## src/rtl/ste_dmasnd_fifo_if.sv

```systemverilog
// MCU-side sound DMA handshake: active-low load strobe, fetched data word,
// and the refill request returned by the sample buffer.
interface ste_dmasnd_fifo_if;
    logic        sload_n;
    logic [15:0] din;
    logic        sreq;

    modport master (output sload_n, output din, input sreq);
    modport slave  (input sload_n, input din, output sreq);
endinterface

```

## src/rtl/ste_dmasnd_fifo.sv

```systemverilog
// STE DMA sound sample buffer: 4-word FIFO filled by SLOAD_N strobes, drained
// as signed 8-bit stereo/mono samples at one of four rates from the 8 MHz enable.
module ste_dmasnd_fifo (
    input  logic              clk32,
    input  logic              porb,
    input  logic              mhz8_en,
    input  logic              sndon,
    input  logic [1:0]        rate,
    input  logic              mono,
    ste_dmasnd_fifo_if.slave  bus,
    output logic [7:0]        left,
    output logic [7:0]        right,
    output logic              sample_stb,
    output logic              underrun,
    output logic              overflow
);
    logic [15:0] mem_q [4];
    logic [1:0]  wptr_q, wptr_d, rptr_q, rptr_d;
    logic [2:0]  count_q, count_d;
    logic [10:0] div_q, div_d;
    logic        phase_q, phase_d;
    logic        sload_prev_q, sndon_prev_q;
    logic        sreq_q, sreq_d;
    logic [7:0]  left_q, left_d, right_q, right_d;
    logic        stb_q, stb_d, under_q, under_d, over_q, over_d;

    logic [10:0] period_m1;
    logic [15:0] head;
    logic [7:0]  mono_byte;
    logic        load_edge, tick, have_data, pop, push;

    always_comb begin
        case (rate)
            2'd0:    period_m1 = 11'd1279;
            2'd1:    period_m1 = 11'd639;
            2'd2:    period_m1 = 11'd319;
            default: period_m1 = 11'd159;
        endcase
    end

    assign head      = mem_q[rptr_q];
    assign mono_byte = phase_q ? head[7:0] : head[15:8];
    assign load_edge = sndon & sload_prev_q & ~bus.sload_n;
    // >= rather than == so that shortening the period mid-count fires promptly
    assign tick      = sndon & mhz8_en & (div_q >= period_m1);
    assign have_data = (count_q != 3'd0);
    assign pop       = tick & have_data & (~mono | phase_q);
    // a pop in the same cycle frees the slot a full-FIFO load needs
    assign push      = load_edge & ((count_q != 3'd4) | pop);

    always_comb begin
        wptr_d  = wptr_q;
        rptr_d  = rptr_q;
        count_d = count_q;
        div_d   = div_q;
        phase_d = phase_q;
        left_d  = left_q;
        right_d = right_q;
        under_d = under_q;
        over_d  = over_q;
        stb_d   = 1'b0;
        sreq_d  = 1'b0;
        if (!sndon) begin
            wptr_d  = 2'd0;
            rptr_d  = 2'd0;
            count_d = 3'd0;
            div_d   = 11'd0;
            phase_d = 1'b0;
            left_d  = 8'h00;
            right_d = 8'h00;
        end else begin
            sreq_d = (count_q <= 3'd2);
            if (mhz8_en)
                div_d = tick ? 11'd0 : div_q + 11'd1;
            if (push)
                wptr_d = wptr_q + 2'd1;
            if (pop)
                rptr_d = rptr_q + 2'd1;
            count_d = count_q + {2'b00, push} - {2'b00, pop};
            if (!sndon_prev_q) begin
                under_d = 1'b0;
                over_d  = 1'b0;
            end
            if (load_edge && !push)
                over_d = 1'b1;
            if (tick) begin
                if (!have_data) begin
                    under_d = 1'b1;
                end else if (!mono) begin
                    stb_d   = 1'b1;
                    left_d  = head[15:8];
                    right_d = head[7:0];
                    phase_d = 1'b0;
                end else begin
                    stb_d   = 1'b1;
                    left_d  = mono_byte;
                    right_d = mono_byte;
                    phase_d = ~phase_q;
                end
            end
        end
    end

    always_ff @(posedge clk32) begin
        if (push)
            mem_q[wptr_q] <= bus.din;
    end

    always_ff @(posedge clk32 or negedge porb) begin
        if (!porb) begin
            wptr_q       <= 2'd0;
            rptr_q       <= 2'd0;
            count_q      <= 3'd0;
            div_q        <= 11'd0;
            phase_q      <= 1'b0;
            sload_prev_q <= 1'b1;
            sndon_prev_q <= 1'b0;
            sreq_q       <= 1'b0;
            left_q       <= 8'h00;
            right_q      <= 8'h00;
            stb_q        <= 1'b0;
            under_q      <= 1'b0;
            over_q       <= 1'b0;
        end else begin
            wptr_q       <= wptr_d;
            rptr_q       <= rptr_d;
            count_q      <= count_d;
            div_q        <= div_d;
            phase_q      <= phase_d;
            sload_prev_q <= bus.sload_n;
            sndon_prev_q <= sndon;
            sreq_q       <= sreq_d;
            left_q       <= left_d;
            right_q      <= right_d;
            stb_q        <= stb_d;
            under_q      <= under_d;
            over_q       <= over_d;
        end
    end

    assign bus.sreq   = sreq_q;
    assign left       = left_q;
    assign right      = right_q;
    assign sample_stb = stb_q;
    assign underrun   = under_q;
    assign overflow   = over_q;
endmodule

```

## src/flat_wrapper.sv

```systemverilog
// flat-port wrapper written by rule: the top's interface ports become plain ports
module ste_dmasnd_fifo_flat 
  (clk32, porb, mhz8_en, sndon, rate, mono, left, right, sample_stb, underrun, overflow, bus_sload_n, bus_din, bus_sreq);
  ste_dmasnd_fifo_if bus_i ();
  input  logic clk32;
  input  logic porb;
  input  logic mhz8_en;
  input  logic sndon;
  input  logic [1:0] rate;
  input  logic mono;
  output logic [7:0] left;
  output logic [7:0] right;
  output logic sample_stb;
  output logic underrun;
  output logic overflow;
  input wire logic [$bits(bus_i.sload_n)-1:0] bus_sload_n;
  input wire logic [$bits(bus_i.din)-1:0] bus_din;
  output wire logic [$bits(bus_i.sreq)-1:0] bus_sreq;
  assign bus_i.sload_n = bus_sload_n;
  assign bus_i.din = bus_din;
  assign bus_sreq = bus_i.sreq;
  ste_dmasnd_fifo u_core (.clk32(clk32), .porb(porb), .mhz8_en(mhz8_en), .sndon(sndon), .rate(rate), .mono(mono), .bus(bus_i), .left(left), .right(right), .sample_stb(sample_stb), .underrun(underrun), .overflow(overflow));
endmodule
```

## config.mk

```make
export PLATFORM = sky130hd
export DESIGN_NAME = ste_dmasnd_fifo_flat
export DESIGN_NICKNAME = d
export VERILOG_FILES = /design/src/rtl/ste_dmasnd_fifo_if.sv /design/src/rtl/ste_dmasnd_fifo.sv /design/src/flat_wrapper.sv
export SDC_FILE = /design/constraint.sdc
export NUM_CORES = 1
export LEC_CHECK = 0
export BUFFER_PORTS_ARGS = -buffer_cell sky130_fd_sc_hd__buf_4
export CAP_MARGIN = 20
export CORE_ASPECT_RATIO = 2
export CORE_UTILIZATION = 35
export CTS_BUF_LIST = sky130_fd_sc_hd__clkbuf_4 sky130_fd_sc_hd__clkbuf_8
export DETAILED_ROUTE_END_ITERATION = 8
export HOLD_SLACK_MARGIN = 0.06
export SKIP_LAST_GASP = 1
export SYNTH_ARGS = -nofsm -noshare
export SYNTH_HDL_FRONTEND = slang
export SYNTH_SLANG_ARGS = --single-unit
```

## constraint.sdc

```tcl
create_clock -name clk32 -period 8.3 [get_ports clk32]
set_input_delay 1.66 -clock clk32 [delete_from_list [all_inputs] [get_ports clk32]]
set_output_delay 1.66 -clock clk32 [all_outputs]
set_load 0.005 [all_outputs]
```

# Yosys cells after proc, flatten, opt, wreduce, memory -nomap -nowiden
# Memories as Yosys holds them, arrays and structs flattened.
# Index checks and enable logic that the tools add are counted.
[word_totals] register_bits=41 mem_bits_rw=64 out_inout_bits=20 mem_count=1
[memory_table] memory="u_core.mem_q" words=4 word_bits=16 read_ports=1 rd_ports_with_merged_regs=0 wr=1 line="ste_dmasnd_fifo.sv:17" rtl="logic [15:0] mem_q [4];"
[op_classes] add_sub_neg=5 order_cmp=2 n_eq_ne=9 n_mux=33 n_bitwise=12 reduce_logical=6
[ops] operator="$mux 8" n=9
[ops] operator="$mux 11" n=3
[ops] operator="$pmux 11 s3" n=1
[ops] operator="$mux 1" n=15
[ops] operator="$add 11x1->11 const B" n=1
[ops] operator="$ge 11x11->1" n=1
[ops] operator="$mux 2" n=4
[ops] operator="$ne 2x1->1 const B" n=4
[ops] operator="$and 1x1->1" n=7
[ops] operator="$add 2x1->2 const B" n=2
[ops] operator="$ne 2x2->1 const B" n=2
[ops] operator="$reduce_and 2->1" n=2
[ops] operator="$add 3x1->3" n=1
[ops] operator="$le 3x2->1 const B" n=1
[ops] operator="$mux 3" n=1
[ops] operator="$ne 3x3->1 const B" n=1
[ops] operator="$not 1->1" n=3
[ops] operator="$reduce_bool 3->1" n=1
[ops] operator="$sub 3x1->3" n=1
[ops] operator="$eq 2x1->1 const B" n=1
[ops] operator="$eq 2x2->1 const B" n=1
[ops] operator="$logic_not 2->1" n=1
[ops] operator="$or 1x1->1" n=2
[ops] operator="$logic_and 1x1->1" n=1
[ops] operator="$logic_not 1->1" n=1

# Depth between registers and ports, before layout
[logic_depth] word_depth=12 depth_mapped=16 ltp_nobuf=16

# Worst setup path before layout
# No wires, ideal clock.
[synth_path] path_type="input port to flip-flop" startpoint="input port rate[0]" endpoint="memory u_core.mem_q[0][0] (enable)" arrival_time_ns=3.965 required_ns=7.910 slack_ns=3.945 stages=7 path_cell_list="inv_1 ha_1 ha_1 nand4_1 o21a_4 o31a_1 nor2b_1"
[synth_via] elab_chain_len=10 elab_cells_between_ends=12
[synth_lines] item="from (decl)" line="flat_wrapper.sv:9" rtl="input logic [1:0] rate;"
[synth_lines] item="$eq 2x2->1 (tied with other cells)" line="ste_dmasnd_fifo.sv:33" rtl="case (rate)"
[synth_lines] item="$pmux 11 s3 (*)" line="ste_dmasnd_fifo.sv:33"
[synth_lines] item="$ge 11x11->1 (*)" line="ste_dmasnd_fifo.sv:45" rtl="assign tick = sndon & mhz8_en & (div_q >= period_m1);"
[synth_lines] item="$and 1x1->1 (*)" line="ste_dmasnd_fifo.sv:45"
[synth_lines] item="$and 1x1->1 (*) (2 in series)" line="ste_dmasnd_fifo.sv:47" rtl="assign pop = tick & have_data & (~mono | phase_q);"
[synth_lines] item="$or 1x1->1 (*)" line="ste_dmasnd_fifo.sv:49" rtl="assign push = load_edge & ((count_q != 3'd4) | pop);"
[synth_lines] item="$and 1x1->1 (*)" line="ste_dmasnd_fifo.sv:49"
[synth_lines] item="$mux 1 (*)" line="ste_dmasnd_fifo.sv:105" rtl="if (push)"
[synth_lines] item="$mux 1 (not written as such) (*)" line="ste_dmasnd_fifo.sv:106" rtl="mem_q[wptr_q] <= bus.din;"
[synth_lines] item="to (decl)" line="ste_dmasnd_fifo.sv:17"
# Mark *: on every way between the ends. The rest lies on a longest branch, timed or not.

# Worst setup path after layout
[layout_path] startpoint="input port rate[0]" endpoint="register u_core.count_q[2]"
[layout_via] elab_chain_len=11 elab_cells_between_ends=13
[layout_lines] item="$eq 2x2->1 (tied with other cells)" line="ste_dmasnd_fifo.sv:33"
[layout_lines] item="$pmux 11 s3 (*)" line="ste_dmasnd_fifo.sv:33"
[layout_lines] item="$ge 11x11->1 (*)" line="ste_dmasnd_fifo.sv:45"
[layout_lines] item="$and 1x1->1 (*)" line="ste_dmasnd_fifo.sv:45"
[layout_lines] item="$and 1x1->1 (*) (2 in series)" line="ste_dmasnd_fifo.sv:47"
[layout_lines] item="$or 1x1->1" line="ste_dmasnd_fifo.sv:49"
[layout_lines] item="$and 1x1->1" line="ste_dmasnd_fifo.sv:49"
[layout_lines] item="$add 3x1->3" line="ste_dmasnd_fifo.sv:79" rtl="count_d = count_q + {2'b00, push} - {2'b00, pop};"
[layout_lines] item="$sub 3x1->3 (*)" line="ste_dmasnd_fifo.sv:79"
[layout_lines] item="$mux 3 (*)" line="ste_dmasnd_fifo.sv:63" rtl="if (!sndon) begin"
[layout_lines] item="named net u_core.count_d[2]" line="ste_dmasnd_fifo.sv:19" rtl="logic [2:0] count_q, count_d;"
[layout_lines] item="to (signal assigned)" line="ste_dmasnd_fifo.sv:127" rtl="count_q <= count_d;"
[layout_lines] item="to (decl)" line="ste_dmasnd_fifo.sv:19"
# Mark *: on every way through the listed nets, which the timed path passes. The rest lies on a longest branch.
# A chain may end at the register's enable or synchronous reset.

==> impl_metrics.ini <==
[outcome]
outcome = complete, but fails checks
violations = design-rule violations

[route]
vias_per_cell = 5.336
drt_wl_total_um = 9882
first_pass_iters = 6
remaining_drc_errors = 3
wl_per_cell_um = 18.23
drtIter0Drc = 164
vias = 2892
ant_nets = 0

[die]
die_area_mm2 = 0.01423
core_mm2 = 0.01344
initial_core_util = 0.3575
ioPinCount = 44
fp-row-count = 60
die_y_um = 167.7
die_x_um = 84.85

[cts]
clk_pin_slew_ns = 0.11
ctsHoldBuffers = 0
cts_buffer_depth = 2
htreeDepth = 3
post_cts_buffers = 0
clockRootBuffer = clkbuf_8
cts_buffers = 9
cts_tree = done
numClockSinks = 105
clk_latency_ns = 0.39
cts_resized = 0

[worst_setup_path]
end_kind = flop
required_ns = 8.56
critPathLaunchType = input port
cp_slowest_cell = o21ai_4
critPathKind = in -> reg
cp_data_arrival_time_ns = 4.75
cp_cell_sequence = buf_4, inv_1, ha_1, ha_1, nand4_1, o21ai_4, nand4_1, nor2_1, ha_1, inv_1, ha_1, inv_1, fa_1, xnor2_1, nor2_1
cp_max_fo = 25
critPathMostFrequentCell = ha_1
critPathMaxStageDelay_ns = 0.67

[sta]
holdWs_ns = 0.5037
setup-tns-final_ns = 0
hold_viol_final = 0
fin_worst_skew_ns = 0.01849
slew_headroom = 0.3238
rsz0062_at_grt = false
slew_viol_final = 0
period_share = 0.5413
setup_viol = 0
worstMarginPinSlew_ns = 1.010
max_freq_ghz = 0.2226
period_minus_slack_ns = 4.493

[synth]
avgSynthCellArea_um2 = 14.01
async_flop_share = 0.3905
synth_flop_cell = edfxtp_1
synth_fp_nets = 386
yosysSeqAreaShare = 0.6138
synth_edf_count = 64
syn_area_mm2 = 0.004805
synth_warnings = 0
ys_types = 48
syn_inst = 343
ys_ff_latch = 105

[run]
drv_cap = 0

[placement]
dpl.cell_count = 525
io_buffer_count = 43
place_hpwl_um = 7194
gp_congestion = 0.7781

[global_route]
grt_pass1_wl_um = 15970
antenna_found_initial = 0
track_usage = 0.1487
grt-ovfl-total = 0
grt_pass1_vias = 3058
grt_start_max_net_pins = 42

[layout]
antenna_cells = 0
layout_commonest_cell = edfxtp_1
layout_common_cells = edfxtp_1, buf_4, dfrtp_1, a21oi_1, nand2_1
fin_nets = 425
syn_to_final_growth_pct = 15.00
drive_gt1_frac = 0.2403
instances_no_fill = 542
fillers = 1266

[power_and_ir_drop]
p_per_area_mw_per_mm2 = 180.8
leakage_nw = 2.145
ir_drop_mv = 0.09197

[min_path]
hp-class = reg -> reg
-- cell type report --
| cell class | count | area (µm²) | share of cell area |
|---|---|---|---|
| Tap cell | 155 | 193.9 | 0.03510 |
| Sequential cell | 105 | 2949 | 0.5337 |
| Multi-Input combinational cell | 204 | 1723 | 0.3118 |
| Clock inverter | 7 | 110.1 | 0.01993 |
| Inverter | 17 | 63.81 | 0.01155 |
| Clock buffer | 9 | 123.9 | 0.02242 |
| Timing Repair Buffer | 45 | 361.6 | 0.06544 |
-- Yosys cell counts, types with 2 or more instances --
| cell type | n | area share |
|---|---|---|
| and3_1 | 4 | 0.0052 |
| a21boi_0 | 3 | 0.0047 |
| nand2b_1 | 4 | 0.0052 |
| o31a_1 | 2 | 0.0036 |
| a31o_2 | 3 | 0.0055 |
| buf_4 | 3 | 0.0047 |
| a211oi_1 | 16 | 0.025 |
| edfxtp_1 | 64 | 0.40 |
| and2_1 | 2 | 0.0026 |
| dfrtp_1 | 40 | 0.21 |
| nand3_1 | 12 | 0.013 |
| nor2_1 | 9 | 0.0070 |
| a21oi_1 | 25 | 0.026 |
| o211ai_1 | 4 | 0.0063 |
| mux2i_1 | 18 | 0.037 |
| or4_1 | 2 | 0.0031 |
| ha_1 | 18 | 0.047 |
| nor4_1 | 2 | 0.0026 |
| clkbuf_1 | 10 | 0.0078 |
| inv_1 | 16 | 0.013 |
| mux4_2 | 16 | 0.075 |
| o21a_1 | 4 | 0.0063 |
| nand2_1 | 19 | 0.015 |
| nor3_1 | 7 | 0.0073 |
| buf_2 | 3 | 0.0031 |
| xnor2_1 | 2 | 0.0036 |
| o21ai_0 | 2 | 0.0021 |
| nand4_1 | 8 | 0.010 |
| nor2b_1 | 6 | 0.0078 |
-- kinds of logic after synthesis --
kind of cell | synth area share
fa+ha+maj | 0.05104
xor+xnor | 0.005470
flops | 0.6138
buf+inv | 0.02969
compound gates | 0.09558
mux | 0.1148
simple gates | 0.08958
-- layer usage --
metal  routed length (µm)  GRT usage  vias up
met1                 3639     0.1509     1452
met4                  196    0.05895        0
li1                     -          -     1380
met3                  273    0.02908       13
met5                    0          0        -
met2                 5773     0.2895       47
-- power by group --
group          internal [W]  leakage [nW]  total [W]  switching [W]
clock              0.000152         0.116   0.000351       0.000199
combinational     0.0000269         0.891  0.0000695      0.0000425
sequential         0.000570          1.14   0.000579     0.00000887
-- worst max-delay path: cells and delay by family --
kind	cells	cell delay [ns]
adders and majority gates	5	1.29
and+or+nand+nor	4	0.73
AOI/OAI and AO/OA	1	0.67
buffers and inverters	4	0.25
xor gates and xnor gates	1	0.14
-- sequential cells by signal, indices dropped and copies added, names as in the netlist --
name                 count
u_core.phase_q           1
u_core.right             8
u_core.bus.sreq          1
u_core.wptr_q            2
u_core.left              8
u_core.overflow          1
u_core.sload_prev_q      1
u_core.mem_q            64
u_core.div_q            11
u_core.sample_stb        1
u_core.underrun          1
u_core.sndon_prev_q      1
u_core.rptr_q            2
u_core.count_q           3
-- path summary, 6_finish.rpt --
| check | start | endpoint | slack, ns | cells past startpoint |
|---|---|---|---|---|
| worst max-delay path | rate[0] | u_core.count_q[2]$_DFF_PN0_ | 3.81 | 15 |
| worst min-delay path | u_core.underrun$_DFFE_PN0P_ | u_core.underrun$_DFFE_PN0P_ | 0.50 | 2 |
| worst max register to register | u_core.div_q[5]$_DFFE_PN0P_ | u_core.count_q[2]$_DFF_PN0_ | 5.02 | 13 |
| worst min register to register | u_core.underrun$_DFFE_PN0P_ | u_core.underrun$_DFFE_PN0P_ | 0.50 | 2 |
| max in group asynchronous | porb | u_core.left[5]$_DFFE_PN0P_ | 6.69 | 1 |
| min in group asynchronous | porb | u_core.sndon_prev_q$_DFF_PN0_ | 1.24 | 1 |
-- metrics by stage --
step,total power (W),utilization,area (µm²),worst slack (ns)
floorplan,0.0006278,-,4805,3.945
global placement,0.0006569,0.3909,5253,3.507
detailed placement,0.0006602,0.3929,5280,3.398
CTS,0.001009,0.4103,5514,3.815
global route,0.001035,0.4112,5525,3.532
finish,0.0009989,0.4112,5525,3.807
(Power assumes the default switching activity.)
